`config.mk`:
```
export PLATFORM = sky130hd
export DESIGN_NAME = regfile_issue_sequencer
export DESIGN_NICKNAME = d
export VERILOG_FILES = /design/src/rtl/cpu_pkg.sv /design/src/rtl/seq_timeout_counter.sv /design/src/rtl/regfile_issue_sequencer.sv
export SDC_FILE = /design/constraint.sdc
export NUM_CORES = 1
export LEC_CHECK = 0
export CAP_MARGIN = 15
export CORE_ASPECT_RATIO = 1.4
export CORE_UTILIZATION = 40
export CTS_CLUSTER_DIAMETER = 150
export DETAILED_ROUTE_END_ITERATION = 8
export PLACE_DENSITY = 0.73
export SKIP_CTS_REPAIR_TIMING = 1
export SLEW_MARGIN = 10
export SYNTH_ARGS = -nofsm -noshare
export SYNTH_HDL_FRONTEND = slang
export SYNTH_HIERARCHICAL = 1
export SYNTH_SLANG_ARGS = --single-unit
export TNS_END_PERCENT = 20
```
`constraint.sdc`:
```
create_clock -name clk0 -period 2.7 [get_ports clk0]
set_input_delay 0.81 -clock clk0 [delete_from_list [all_inputs] [get_ports clk0]]
set_output_delay 0.81 -clock clk0 [all_outputs]
set_load 0.05 [all_outputs]
```
`src/rtl/cpu_pkg.sv`:
```
// Shared definitions for the 16-bit CPU control path:
// opcodes, instruction field positions and sequencer states.
package cpu_pkg;

    localparam logic [3:0] OP_NOP  = 4'hE;
    localparam logic [3:0] OP_HALT = 4'hF;

    localparam int FIELD_W   = 4;
    localparam int CODOP_LSB = 12;
    localparam int C_LSB     = 8;
    localparam int A_LSB     = 4;
    localparam int B_LSB     = 0;

    typedef enum logic [2:0] {
        S_IDLE,
        S_DECODE,
        S_READ,
        S_EXEC,
        S_WB,
        S_HALTED
    } state_e;

    function automatic logic is_imm_op(input logic [3:0] op);
        return (op >= 4'd6) || (op == 4'd2);
    endfunction

endpackage

```
`src/rtl/seq_timeout_counter.sv`:
```
// Loadable down-counter; expired is high once the count sits at zero.
// Loaded in READ so the first EXEC cycle sees MAX-1.
module seq_timeout_counter #(
    parameter  int MAX = 16,
    localparam int W   = $clog2(MAX + 1)
) (
    input  logic clk0,
    input  logic reset,
    input  logic load,
    input  logic en,
    output logic expired
);

    logic [W-1:0] cnt_q;
    logic [W-1:0] cnt_d;

    always_comb begin
        cnt_d = cnt_q;
        if (load) begin
            cnt_d = W'(MAX - 1);
        end else if (en && cnt_q != '0) begin
            cnt_d = cnt_q - W'(1);
        end
    end

    always_ff @(posedge clk0) begin
        if (reset) begin
            cnt_q <= '0;
        end else begin
            cnt_q <= cnt_d;
        end
    end

    assign expired = (cnt_q == '0);

endmodule

```
`src/rtl/regfile_issue_sequencer.sv`:
```
// Issue sequencer: accepts one instruction, drives the register-file
// port, launches the ALU and performs a single write-back.
module regfile_issue_sequencer
    import cpu_pkg::*;
#(
    parameter int ALU_TIMEOUT = 16,
    parameter int RETIRE_W    = 16
) (
    input  logic                clk0,
    input  logic                reset,
    input  logic [15:0]         instr,
    input  logic                instr_valid,
    output logic                instr_ready,
    output logic [3:0]          codop,
    output logic [3:0]          addrARead,
    output logic [3:0]          addrBRead,
    output logic [3:0]          addrCWrite,
    output logic                RWsignal,
    output logic [15:0]         data,
    output logic                imm_sel,
    output logic                alu_start,
    input  logic [15:0]         alu_result,
    input  logic                alu_valid,
    output logic                busy,
    output logic                halted,
    output logic                timeout_err,
    output logic [RETIRE_W-1:0] retired_count
);

    state_e              state_q, state_d;
    logic [15:0]         ir_q, ir_d;
    logic [15:0]         data_q, data_d;
    logic [RETIRE_W-1:0] retired_q, retired_d;
    logic                first_q, first_d;
    logic                tmo_q, tmo_d;
    logic                cnt_load;
    logic                cnt_en;
    logic                expired;
    logic [3:0]          op;

    assign op = ir_q[CODOP_LSB +: FIELD_W];

    seq_timeout_counter #(
        .MAX(ALU_TIMEOUT)
    ) u_tmo (
        .clk0   (clk0),
        .reset  (reset),
        .load   (cnt_load),
        .en     (cnt_en),
        .expired(expired)
    );

    always_ff @(posedge clk0) begin
        if (reset) begin
            state_q   <= S_IDLE;
            ir_q      <= '0;
            data_q    <= '0;
            retired_q <= '0;
            first_q   <= 1'b0;
            tmo_q     <= 1'b0;
        end else begin
            state_q   <= state_d;
            ir_q      <= ir_d;
            data_q    <= data_d;
            retired_q <= retired_d;
            first_q   <= first_d;
            tmo_q     <= tmo_d;
        end
    end

    always_comb begin
        state_d   = state_q;
        ir_d      = ir_q;
        data_d    = data_q;
        retired_d = retired_q;
        first_d   = 1'b0;
        tmo_d     = 1'b0;
        cnt_load  = 1'b0;
        cnt_en    = 1'b0;
        unique case (state_q)
            S_IDLE: begin
                if (instr_valid) begin
                    ir_d    = instr;
                    state_d = S_DECODE;
                end
            end
            S_DECODE: begin
                if (op == OP_HALT) begin
                    state_d = S_HALTED;
                end else if (op == OP_NOP) begin
                    retired_d = retired_q + RETIRE_W'(1);
                    state_d   = S_IDLE;
                end else begin
                    state_d = S_READ;
                end
            end
            S_READ: begin
                cnt_load = 1'b1;
                first_d  = 1'b1;
                state_d  = S_EXEC;
            end
            S_EXEC: begin
                cnt_en = 1'b1;
                // a result arriving on the expiry cycle still wins
                if (alu_valid) begin
                    data_d  = alu_result;
                    state_d = S_WB;
                end else if (expired) begin
                    tmo_d   = 1'b1;
                    state_d = S_IDLE;
                end
            end
            S_WB: begin
                retired_d = retired_q + RETIRE_W'(1);
                state_d   = S_IDLE;
            end
            S_HALTED: begin
                state_d = S_HALTED;
            end
            default: begin
                state_d = S_IDLE;
            end
        endcase
    end

    always_comb begin
        instr_ready   = (state_q == S_IDLE);
        busy          = (state_q != S_IDLE) && (state_q != S_HALTED);
        halted        = (state_q == S_HALTED);
        RWsignal      = (state_q == S_WB);
        alu_start     = first_q && (state_q == S_EXEC);
        timeout_err   = tmo_q;
        codop         = op;
        addrCWrite    = ir_q[C_LSB +: FIELD_W];
        addrARead     = ir_q[A_LSB +: FIELD_W];
        addrBRead     = ir_q[B_LSB +: FIELD_W];
        imm_sel       = is_imm_op(op);
        data          = data_q;
        retired_count = retired_q;
    end

endmodule

```
# Word-level counts from Yosys, hierarchy flattened
# Cells that the tools add are included.
classes:
  n_mux: 14
  n_eq_ne: 13
  n_reduce_logical: 16
  n_bitwise: 1
  add_sub_neg: 2
  magnitude_cmp: 1
ops:
  columns: ["op", "count"]
  rows:
  - ["$mux 16", 2]
  - ["$pmux 16 s2", 1]
  - ["$add 16x1->16 const B", 1]
  - ["$pmux 3 s5", 1]
  - ["$mux 3", 4]
  - ["$eq 4x4->1 const B", 2]
  - ["$mux 4", 2]
  - ["$eq 3x2->1 const B", 2]
  - ["$eq 3x3->1 const B", 2]
  - ["$ne 2x2->1 const B", 3]
  - ["$ne 3x3->1 const B", 2]
  - ["$reduce_and 2->1", 3]
  - ["$logic_not 5->1", 1]
  - ["$reduce_bool 5->1", 1]
  - ["$sub 5x1->5 const B", 1]
  - ["$eq 4x2->1 const B", 1]
  - ["$ge 4x3->1 const B", 1]
  - ["$reduce_bool 2->1", 2]
  - ["$eq 3x1->1 const B", 1]
  - ["$logic_and 1x1->1", 3]
  - ["$logic_not 3->1", 1]
  - ["$mux 1", 3]
  - ["$reduce_and 3->1", 1]
  - ["$reduce_bool 3->1", 1]
  - ["other kinds (5)", 5]
word_totals:
  wordCells: 55
  inputBits: 36
  out_inout_bits: 55
  reg_bits: 58

# Logic depth before layout (Yosys ltp)
# Gate-level depths: netlist of the first run.
depth:
  ltp_word: 5
  ltp_mapped: 8
  ltp_nobuf: 8

# Cells and area by module
# The synthesis of the first run kept the hierarchy.
modules_own_cells:
  columns: ["mod", "area_per_inst_um2", "n_inst", "cells_each", "seq_area_each_um2"]
  rows:
  - ["regfile_issue_sequencer", 2212.1, 1, 277, 1061.0]
  - ["seq_timeout_counter", 296.5, 1, 30, 100.1]

# Least setup slack after synthesis of the first run
# OpenSTA, ideal clock, no wires.
synth_timing:
  kind: "reg2out"
  from: "register state_q[1]"
  to: "output busy"
  t_arrival_ns: 2.230
  path_buffers: 1
  t_required_ns: 1.890
  setup_slack_ns: -0.340
  path_stages_with_launch: 4
  path_cell_list: "dfxtp_1 clkbuf_1 nor3_1 nor2_1"
synth_via:
  elab_chain_cells: 2
  word_cells_on_any_way: 3
  classes_between: "1 x eq/ne; 2 x reduce/logical"
synth_lines:
  columns: ["item", "line_no", "rtl"]
  rows:
  - ["start, declared", "regfile_issue_sequencer.sv:30", "state_e state_q, state_d;"]
  - ["start signal, assigned", "regfile_issue_sequencer.sv:62", "state_q <= state_d;"]
  - ["$ne 3x3->1 or $reduce_bool 3->1 (tied branches)", "regfile_issue_sequencer.sv:128", "busy = (state_q != S_IDLE) && (state_q != S_HALTED);"]
  - ["$logic_and 1x1->1 *", "regfile_issue_sequencer.sv:128", null]
  - ["end, declared", "regfile_issue_sequencer.sv:24", "output logic busy,"]
# Every way passes the cells marked *; elsewhere a longest branch is shown, timed or not.

# Worst setup path in the final report of the first run
layout_timing:
  from: "register ir_q[14]"
  to: "output imm_sel"
layout_via:
  elab_chain_cells: 2
  word_cells_on_any_way: 3
  classes_between: "1 x order compare; 1 x eq/ne; 1 x reduce/logical"
layout_lines:
  columns: ["item", "line_no", "rtl"]
  rows:
  - ["start, declared", "regfile_issue_sequencer.sv:31", "logic [15:0] ir_q, ir_d;"]
  - ["start signal, assigned", "regfile_issue_sequencer.sv:63", "ir_q <= ir_d;"]
  - ["$ge 4x3->1 or $eq 4x2->1 (tied branches)", "cpu_pkg.sv:24", "return (op >= 4'd6) || (op == 4'd2);"]
  - ["$logic_or 1x1->1 *", "cpu_pkg.sv:24", null]
  - ["end, declared", "regfile_issue_sequencer.sv:20", "output logic imm_sel,"]
# Marks and branches as above.

==> results of run 1 <==
-- cell type report --
class                      instances  area share
clock inverter                     6      0.0218
tap                               70      0.0238
multi-input combinational        218       0.333
clock buffer                      10      0.0374
sequential                        58       0.316
inverter                          11      0.0112
timing repair buffer              95       0.257
-- stage by stage --
step           power [mW]  utilization  cell area, um2  std cells  hold slack, ns
5_1_grt              2.51        0.619            3680        468           0.474
6_report             2.41        0.619            3680        468           0.453
4_1_cts              2.43        0.619            3680        468           0.454
3_5_place_dp         1.54        0.582            3460        452           0.446
2_1_floorplan        1.34            -            2510        307           0.460
3_3_place_gp         1.54        0.582            3460        452           0.441
-- cell usage after synthesis, drive strengths merged (5+ instances only) --
| library cell | instances | area [um2] |
|---|---|---|
| nand2 | 69 | 259 |
| nand3 | 7 | 35.0 |
| or4 | 10 | 75.1 |
| or3 | 6 | 37.5 |
| nor2 | 8 | 30.0 |
| clkbuf | 15 | 56.3 |
| inv | 11 | 41.3 |
| nor3 | 6 | 30.0 |
| a21oi | 50 | 250 |
| buf | 5 | 30.0 |
| o31ai | 11 | 82.6 |
| o21ai | 5 | 25.0 |
| dfxtp | 58 | 1160 |
-- routing by layer --
metal | global-route usage | vias to the layer above | wire (um)
li1 | - | 1249 | -
met1 | 0.229 | 1154 | 2630
met2 | 0.349 | 78 | 3100
met3 | 0.0604 | 10 | 487
met4 | 0.117 | 0 | 110
met5 | 0 | - | 0
-- power by group through the flow --
stage / clock [mW] / combinational (mW) / sequential [mW]
after global routing: 0.931 / 0.611 / 0.971
after CTS: 0.901 / 0.567 / 0.961
after detailed placement: 0 / 0.565 / 0.979
final: 0.880 / 0.566 / 0.962
after global placement: 0 / 0.560 / 0.977
after floorplan: 0 / 0.277 / 1.07
-- worst max-delay path, stage by stage, from the launching register on --
cell and delay (ns):
dfxtp_1 0.39, nand2b_1 0.13, a21o_1 0.11, clkdlybuf4s50_1 0.80
-- cell families (layout without fill, tap and decap cells) --
| family | Yosys count | after routing | share of synthesized area |
|---|---|---|---|
| AO/OA/AOI/OAI | 76 | 76 | 0.181 |
| adder cells (fa/ha/maj) | 3 | 3 | 0.0150 |
| buffers and inverters | 31 | 122 | 0.0509 |
| flip-flops | 58 | 58 | 0.463 |
| multiplexers | 3 | 3 | 0.0130 |
| AND/OR/NAND/NOR | 136 | 136 | 0.277 |
-- path summary, 6_finish.rpt --
| kind | from | endpoint | depth (start not counted) |
|---|---|---|---|
| max | ir_q[14] | imm_sel | 3 |
| min | data[6] | data[6] | 2 |
| max reg2reg | state_q[0] | retired_count[5] | 5 |
| min reg2reg | data[6] | data[6] | 2 |
-- state kept, by name, summed over array words and instances, names as in the netlist --
signal,cells
data,16
u_tmo/cnt_q,5
ir_q,16
retired_count,16
timeout_err,1
state_q,3
first_q,1
==> results by group, run 1 <==
Status
  • Run status: complete, no violations

Synth
  • EDFF count, synth: 0
  • Synth Flop Type: dfxtp_1
  • Syn Nets: between 300 and 400
  • Syn Inst Count: just over 300
  • #FFs+latches synth: 58
  • Post-Syn Area: ~2500 um2
  • Mean Syn Cell Area: 8.17 um2
  • Ys async rst share: 0
  • Seq/Total Area, Yosys: 0.463
  • Yosys warnings: 6
  • Unique masters post-synth: 44

Drt
  • Average routed wire per standard cell: approximately 14 um
  • Drt first-iter violations: 115
  • Via count: 2491
  • Drt drc: 0
  • Via/cell ratio: approximately 5.3
  • Routed WL: roughly 6300 um
  • Detail Route Antenna Nets: 0
  • 1st-pass router iterations: 4

Floorplanning
  • Die W: ~69 um
  • Ports: 91
  • DIE AREA: around 6600 um2
  • Initial Util: 0.422
  • Core Area: 5950 um2
  • Rows: 33
  • Die H: 95.7 um

Global routing
  • GRT Total Usage: 0.208
  • Remaining Overflow, GRT: 0
  • First-pass GRT wire length: slightly above 10000 um
  • Largest net degree at the start of global routing: 31
  • Initial antenna violation count: 0
  • Vias in the first global route: between 2000 and 2500

Worst setup path
  • Crit path launch type: flop
  • Max FO, Critical Path: 5
  • CP required: roughly 1.9 ns
  • WS Path Type: flop to output port
  • FF-to-FF setup slack: ~0.44 ns
  • Arrival @ worst endpoint: between 1.5 and 2 ns
  • Worst Setup End Kind: output port

Power
  • Power Dens Cells: between 600 and 700 nW/um2
  • Combinational power share: 0.235
  • P_sw: 745 uW
  • Clock share of power: 0.366
  • Int Power: ~1.7 mW
  • Pleak: roughly 1.3 nW
  • Seq pwr share: 0.399
  • Worst VDD drop: just under 0.5 mV
  • Switching portion of total power: 0.309

STA
  • Hold Fails Final Rpt: 0
  • Slew Viols, Final: 0
  • Final setup viols: 0
  • Max Freq: 0.389 GHz
  • Fin crit share: 0.953
  • Sum Neg Setup Slack: 0 ns
  • Final min period: 2.57 ns
  • Worst setup margin: around 0.13 ns
  • Worst-Margin Slew: 0.602 ns
  • Setup Skew: around 0.006 ns
  • RSZ-0062 raised after global routing: no
  • Slew margin rel.: 0.599

Clocking
  • CTS max path bufs: 2
  • CTS tree: done
  • Clk sinks: 58
  • H-tree Lvls: 3
  • CTS buffer count: 9
  • Root Driver: clkbuf_8
  • CTS clk-pin slew, worst paths: around 0.070 ns
  • Clk_lat worst skew: around 0.34 ns

Finish
  • Leading cell type in the layout, fill and taps excluded: clkdlybuf4s50_1
  • Fillers: 537
  • Commonest cells after routing, fill and taps aside: 84 x clkdlybuf4s50_1, 69 x nand2_1, 57 x dfxtp_1
  • ANT cells: 0
  • Area of the multi-input gates: 1220 um2
  • Layout area overhead: 46.7%
  • Layout cells sized above 1: 0.101
  • Sequential cell area: 1160 um2
  • Fin nets: around 430

Placement
  • Pre-CTS setup slack: between 0.4 and 0.5 ns
  • GPL Wtd Cong: roughly 0.80
  • Dpl hpwl: 4470 um
  • Port bufs: 90

Flow run
  • MaxCap Viol Count: 0

Min path
  • Hold Path Class: flop to flop
No activity file was read; power rests on OpenSTA's default activity.
==> run 2: changes to the inputs <==
--- a/config.mk
+++ b/config.mk
@@ -7,10 +7,10 @@
 export LEC_CHECK = 0
 export CAP_MARGIN = 15
 export CORE_ASPECT_RATIO = 1.4
-export CORE_UTILIZATION = 40
+export CORE_UTILIZATION = 48
 export CTS_CLUSTER_DIAMETER = 150
 export DETAILED_ROUTE_END_ITERATION = 8
-export PLACE_DENSITY = 0.73
+export PLACE_DENSITY = 0.85
 export SKIP_CTS_REPAIR_TIMING = 1
 export SLEW_MARGIN = 10
 export SYNTH_ARGS = -nofsm -noshare
==> run 2 against run 1 <==
Global-route usage up 2.0 points; largest power group unchanged; sequential share of layout area up 0.38 points; clock skew up 0.00089 ns; register-to-register slack improved by 0.07 ns; critical path type unchanged.
==> results by group, run 2 (synthesis gave the netlist of run 1 again) <==
STA
  • Final min period: 2.56 ns (-0.0145 ns)
  • RSZ-0062 raised after global routing: no
  • Sum Neg Setup Slack: 0 ns (unchanged)
  • Fin crit share: 0.948 (-0.00537)
  • Max Freq: 0.391 GHz (+0.57%)
  • Hold Fails Final Rpt: 0 (unchanged)
  • Slew Viols, Final: 0 (unchanged)
  • Slew margin rel.: 0.606 (+0.00720)
  • Setup Skew: 0.00699 ns (+0.000892 ns)
  • Worst-Margin Slew: 0.591 ns (-0.0108 ns)
  • WHS: 0.453 ns (-0.000595 ns)
  • Final setup viols: 0 (unchanged)

Clocking
  • Clk_lat worst skew: 0.33 ns (about the same)
  • CTS clk-pin slew, worst paths: 0.06 ns (about the same)
  • CTS buffer count: 9 (unchanged)
  • Clk sinks: 58 (unchanged)
  • CTS tree: done
  • H-tree Lvls: 3 (unchanged)
  • Root Driver: clkbuf_8
  • CTS max path bufs: 2 (unchanged)

Min path
  • Hold Path End: ir_q[2]
  • Hold Crit Depth: 2 (unchanged)
  • Hold Crit Start: ir_q[2]
  • Hold Path Class: flop to flop

Worst setup path
  • Worst r2r src: state_q[1]
  • Max FO, Critical Path: 5 (unchanged)
  • WS Path Type: flop to output port
  • Reg-to-reg critical path endpoint: u_tmo/cnt_q[3]
  • Peak per-stage delay on the critical path: 0.81 ns (about the same)
  • CP required: 1.89 ns (about the same)
  • Arrival @ worst endpoint: 1.75 ns (about the same)
  • R2R cell count: 5 (unchanged)
  • FF-to-FF setup slack: 0.51 ns (+0.07 ns)
  • Worst-path cell chain: nand2b_1 > a21o_1 > clkdlybuf4s50_1
  • Slowest-stage cell, CP: clkdlybuf4s50_1
  • Crit path launch type: flop
  • Worst Setup End Kind: output port

Finish
  • Layout cells sized above 1: 0.0977 (-0.00276)
  • Commonest cells after routing, fill and taps aside: 84 x clkdlybuf4s50_1, 69 x nand2_1, 58 x dfxtp_1
  • Layout area overhead: 44.8%
  • Fillers: 378 (-30%)
  • Fin nets: 433 (+0.23%)
  • Area of the multi-input gates: 1220 um2 (unchanged)
  • ANT cells: 0 (unchanged)
  • Leading cell type in the layout, fill and taps excluded: clkdlybuf4s50_1
  • Sequential cell area: 1160 um2 (-0.11%)

Global routing
  • Largest net degree at the start of global routing: 32 (+3.2%)
  • First-pass GRT wire length: 9910 um (-4.0%)
  • GRT Total Usage: 0.228 (+0.0201)
  • Vias in the first global route: 2329 (-1.5%)
  • Initial antenna violation count: 0 (unchanged)
  • Remaining Overflow, GRT: 0 (unchanged)

Placement
  • Dpl hpwl: 4510 um (+0.93%)
  • GPL Wtd Cong: 0.775 (-3.3%)
  • Port bufs: 90 (unchanged)

Status
  • Run status: complete, no violations

Floorplanning
  • Rows: 30 (-9.1%)
  • Initial Util: 0.506 (+0.0844)
  • Core Area: 4950 um2 (-17%)
  • Ports: 91 (unchanged)
  • Die H: 87.5 um (-8.5%)
  • Die W: 63.1 um (-8.5%)
  • DIE AREA: 5520 um2 (-16%)

Drt
  • Average routed wire per standard cell: 13.5 um (-0.32%)
  • Via count: 2496 (+0.20%)
  • WL met3: 333 um (-32%)
  • M1 WL: 2530 um (-3.9%)
  • Drt first-iter violations: 135 (+17%)
  • Met2 wire len: 3190 um (+2.7%)
  • Routed WL: 6250 um (-1.4%)
  • Via/cell ratio: 5.39 (+1.3%)
  • Top Metal Used: met4
  • Drt drc: 0 (unchanged)
  • 1st-pass router iterations: 4 (unchanged)
  • Detail Route Antenna Nets: 0 (unchanged)

Flow run
  • MaxCap Viol Count: 0 (unchanged)

Power
  • Power Dens Cells: 608 nW/um2 (-7.1%)
  • Worst VDD drop: 0.504 mV (+3.0%)
  • Pleak: 1.24 nW (-2.2%)
## run 2: cell count changes in the layout (fill, tap and decap cells not counted)
cell / change
bufinv_16: -2
clkinvlp_4: +2
buf_4: +1
clkbuf_1: +1
clkinv_2: -1
dfxtp_1: +1
dfxtp_2: -1
## run 2: worst max path at each step
stage	from	end	slack (ns)	cells past startpoint
final	ir_q[14]	imm_sel	0.14	3
after global routing	ir_q[14]	imm_sel	0.07	3
after CTS	ir_q[14]	imm_sel	0.12	3
after detailed placement	alu_valid	data[8]	0.41	4
after global placement	alu_valid	data[2]	0.48	4
after floorplan	state_q[1]	RWsignal	0.15	3
## run 2: per-layer routing
metal / vias to the layer above / GRT usage
met5: - / 0
met4: 0 / 0.146
met3: 18 / 0.0521
met2: 91 / 0.416
met1: 1138 / 0.234
li1: 1249 / -
## run 2: final cells by class
type                       instances  area share
multi-input combinational        218       0.337
sequential                        58       0.320
timing repair buffer              96       0.262
clock buffer                      11      0.0389
tap                               64      0.0220
inverter                          11      0.0114
clock inverter                     5     0.00827
## run 2: through the flow
stage	utilization	setup slack [ns]	cells	total power, mW	cell area (um2)
4_1_cts	0.733	0.123	463	2.22	3630
5_1_grt	0.733	0.0686	463	2.30	3630
3_5_place_dp	0.698	0.414	447	1.54	3460
2_1_floorplan	-	0.155	307	1.34	2510
3_3_place_gp	0.698	0.485	447	1.54	3460
6_report	0.733	0.141	463	2.21	3630
## run 2: critical path, delay by kind of cell, from the launching register on
| kind | cells | cell delay [ns] |
|---|---|---|
| compound gates | 1 | 0.10 |
| buf+inv | 1 | 0.81 |
| simple gates | 1 | 0.13 |
| flops | 1 | 0.39 |
## run 2: power breakdown
part | leakage (nW) | switching, mW | internal, mW
Combinational | 0.681 | 0.356 | 0.222
Clock | 0.0851 | 0.325 | 0.352
Sequential | 0.471 | 0.0457 | 0.907
Total | 1.24 | 0.726 | 1.48
==> run 3: changes to the inputs <==
==> constraint.sdc (replaced) <==
create_clock -name clk0 -period 2.7 [get_ports clk0]
set_input_delay 0.81 -clock clk0 [delete_from_list [all_inputs] [get_ports clk0]]
set_output_delay 0.81 -clock clk0 [all_outputs]
set_load 0.02 [all_outputs]
==> run 3 against run 2 <==
Clock power up 3%; core utilization down 0.28 points; via count up 0.40%; wire length up 4.3%; clock skew up 0.0012 ns; sequential share of layout area up 0.16 points; largest cell class unchanged.
==> results by group, run 3 (synthesis gave the netlist of run 1 again) <==
STA
  • Setup Skew: 0.00819 ns (+0.00120 ns)
  • Worst-Margin Slew: 0.854 ns (+0.263 ns)
  • Max Freq: 0.385 GHz (-1.5%)
  • Fin crit share: 0.962 (+0.0141)
  • WHS: 0.456 ns (+0.00340 ns)
  • Slew margin rel.: 0.431 (-0.175)
  • RSZ-0062 raised after global routing: no
  • Hold Fails Final Rpt: 0 (unchanged)
  • Final min period: 2.60 ns (+0.0382 ns)
  • Slew Viols, Final: 0 (unchanged)
  • Sum Neg Setup Slack: 0 ns (unchanged)
  • Final setup viols: 0 (unchanged)

Worst setup path
  • Worst r2r src: state_q[0]
  • Max FO, Critical Path: 6 (+1)
  • Setup crit start: state_q[1]
  • Worst Path Buf+Inv: 1 (unchanged)
  • WS Path Type: flop to output port
  • Worst Setup End Kind: output port
  • Worst-path cell chain: nor2b_1 > and3_1 > clkdlybuf4s50_1
  • Largest delay share family, worst path: buffers and inverters
  • FF-to-FF setup slack: 0.49 ns (-0.02 ns)
  • CP required: 1.89 ns (about the same)
  • Peak per-stage delay on the critical path: 0.59 ns (-0.22 ns)
  • WP depth: 3 (unchanged)
  • Slowest-stage cell, CP: clkdlybuf4s50_1
  • R2R cell count: 4 (-1)
  • CP Capture Point: alu_start
  • Reg-to-reg critical path endpoint: retired_count[9]
  • Crit path launch type: flop
  • Arrival @ worst endpoint: 1.79 ns (+0.04 ns)

Floorplanning
  • Initial Util: 0.506 (unchanged)
  • Rows: 30 (unchanged)
  • Die H: 87.5 um (unchanged)
  • Die W: 63.1 um (unchanged)
  • DIE AREA: 5520 um2 (unchanged)
  • Ports: 91 (unchanged)
  • Core Area: 4950 um2 (unchanged)

Finish
  • Commonest cells after routing, fill and taps aside: 89 x clkdlybuf4s50_1, 69 x nand2_1, 57 x dfxtp_1
  • Finished Core Util: 0.730 (-0.00278)
  • Fillers: 403 (+6.6%)
  • Finished layout cell area: 3620 um2 (-0.38%)
  • Layout area overhead: 44.2%
  • ANT cells: 0 (unchanged)
  • Area of the multi-input gates: 1220 um2 (-0.20%)
  • Layout cells sized above 1: 0.0877 (-0.0100)
  • Fin nets: 433 (unchanged)
  • Leading cell type in the layout, fill and taps excluded: clkdlybuf4s50_1
  • Sequential cell area: 1160 um2 (+0.11%)

Placement
  • GPL Wtd Cong: 0.846 (+9.1%)
  • Area after DPL: 3440 um2 (-0.51%)
  • Port bufs: 90 (unchanged)
  • Dpl hpwl: 4610 um (+2.0%)

Global routing
  • Vias in the first global route: 2311 (-0.77%)
  • First-pass GRT wire length: 10500 um (+5.9%)
  • Remaining Overflow, GRT: 0 (unchanged)
  • Initial antenna violation count: 0 (unchanged)
  • GRT Total Usage: 0.246 (+0.0174)
  • Largest net degree at the start of global routing: 31 (-3.1%)

Min path
  • Hold Path Class: flop to flop

Drt
  • Via/cell ratio: 5.41 (+0.40%)
  • Drt first-iter violations: 176 (+30%)
  • Average routed wire per standard cell: 14.1 um (+4.3%)
  • Drt drc: 0 (unchanged)
  • Detail Route Antenna Nets: 0 (unchanged)
  • Via count: 2506 (+0.40%)
  • 1st-pass router iterations: 4 (unchanged)
  • Routed WL: 6520 um (+4.3%)

Power
  • Pwr Total: 2.11 mW (-4.2%)
  • Power Dens Cells: 584 nW/um2 (-3.8%)
  • Pleak: 1.22 nW (-1.0%)
  • Worst VDD drop: 0.463 mV (-8.1%)

Flow run
  • MaxCap Viol Count: 0 (unchanged)

Status
  • Run status: complete, no violations

Clocking
  • CTS tree: done
  • H-tree Lvls: 3 (unchanged)
  • Clk_lat worst skew: 0.34 ns (about the same)
  • CTS clk-pin slew, worst paths: 0.07 ns (about the same)
  • Clk sinks: 58 (unchanged)
  • Root Driver: clkbuf_8
  • CTS buffer count: 9 (unchanged)
  • CTS max path bufs: 2 (unchanged)
-- run 3: cell types whose count changed in the layout (fill, tap and decap cells not counted), sizes merged --
cell	delta
clkdlybuf4s50	+5
buf	-5
-- run 3: power breakdown --
part           switching (mW)  internal (mW)  leakage (nW)
logic                   0.250          0.214         0.668
clock network           0.344          0.353        0.0851
registers              0.0479          0.908         0.471
-- run 3: per-layer routing --
metal / vias up / track usage / share of wire
met5: - / 0 / 0
met3: 13 / 0.0794 / 0.055
met1: 1166 / 0.262 / 0.39
met4: 0 / 0.127 / 0.018
met2: 78 / 0.433 / 0.53
li1: 1249 / - / -
-- run 3: final cells by class --
type / instances / share of cell area
Clock buffer: 11 / 0.0391
Clock inverter: 5 / 0.00830
Inverter: 11 / 0.0114
Multi-Input combinational cell: 218 / 0.338
Sequential cell: 58 / 0.321
Tap cell: 64 / 0.0221
Timing Repair Buffer: 96 / 0.260
-- run 3: worst reg2reg max path, delay by kind of cell (launching register included) --
family	cells	cell delay [ns]
AOI/OAI and AO/OA	1	0.49
DFF	1	0.44
and+or+nand+nor	2	0.80
muxes	1	0.37
-- run 3: through the flow --
stage / std cells / setup WS [ns]
floorplan: 307 / 0.578
global placement: 447 / 0.409
detailed placement: 447 / 0.362
CTS: 463 / -0.00334
global route: 463 / 0.0166
finish: 463 / 0.103
-- run 3: worst min path at each step --
stage | startpoint | to | slack (ns) | cells after the start
after floorplan | u_tmo/cnt_q[3] | u_tmo/cnt_q[3] | 0.46 | 1
after global placement | ir_q[11] | ir_q[11] | 0.44 | 2
after detailed placement | data[0] | data[0] | 0.45 | 2
after CTS | data[7] | data[7] | 0.46 | 2
after global routing | data[3] | data[3] | 0.47 | 2
final | data[14] | data[14] | 0.46 | 2
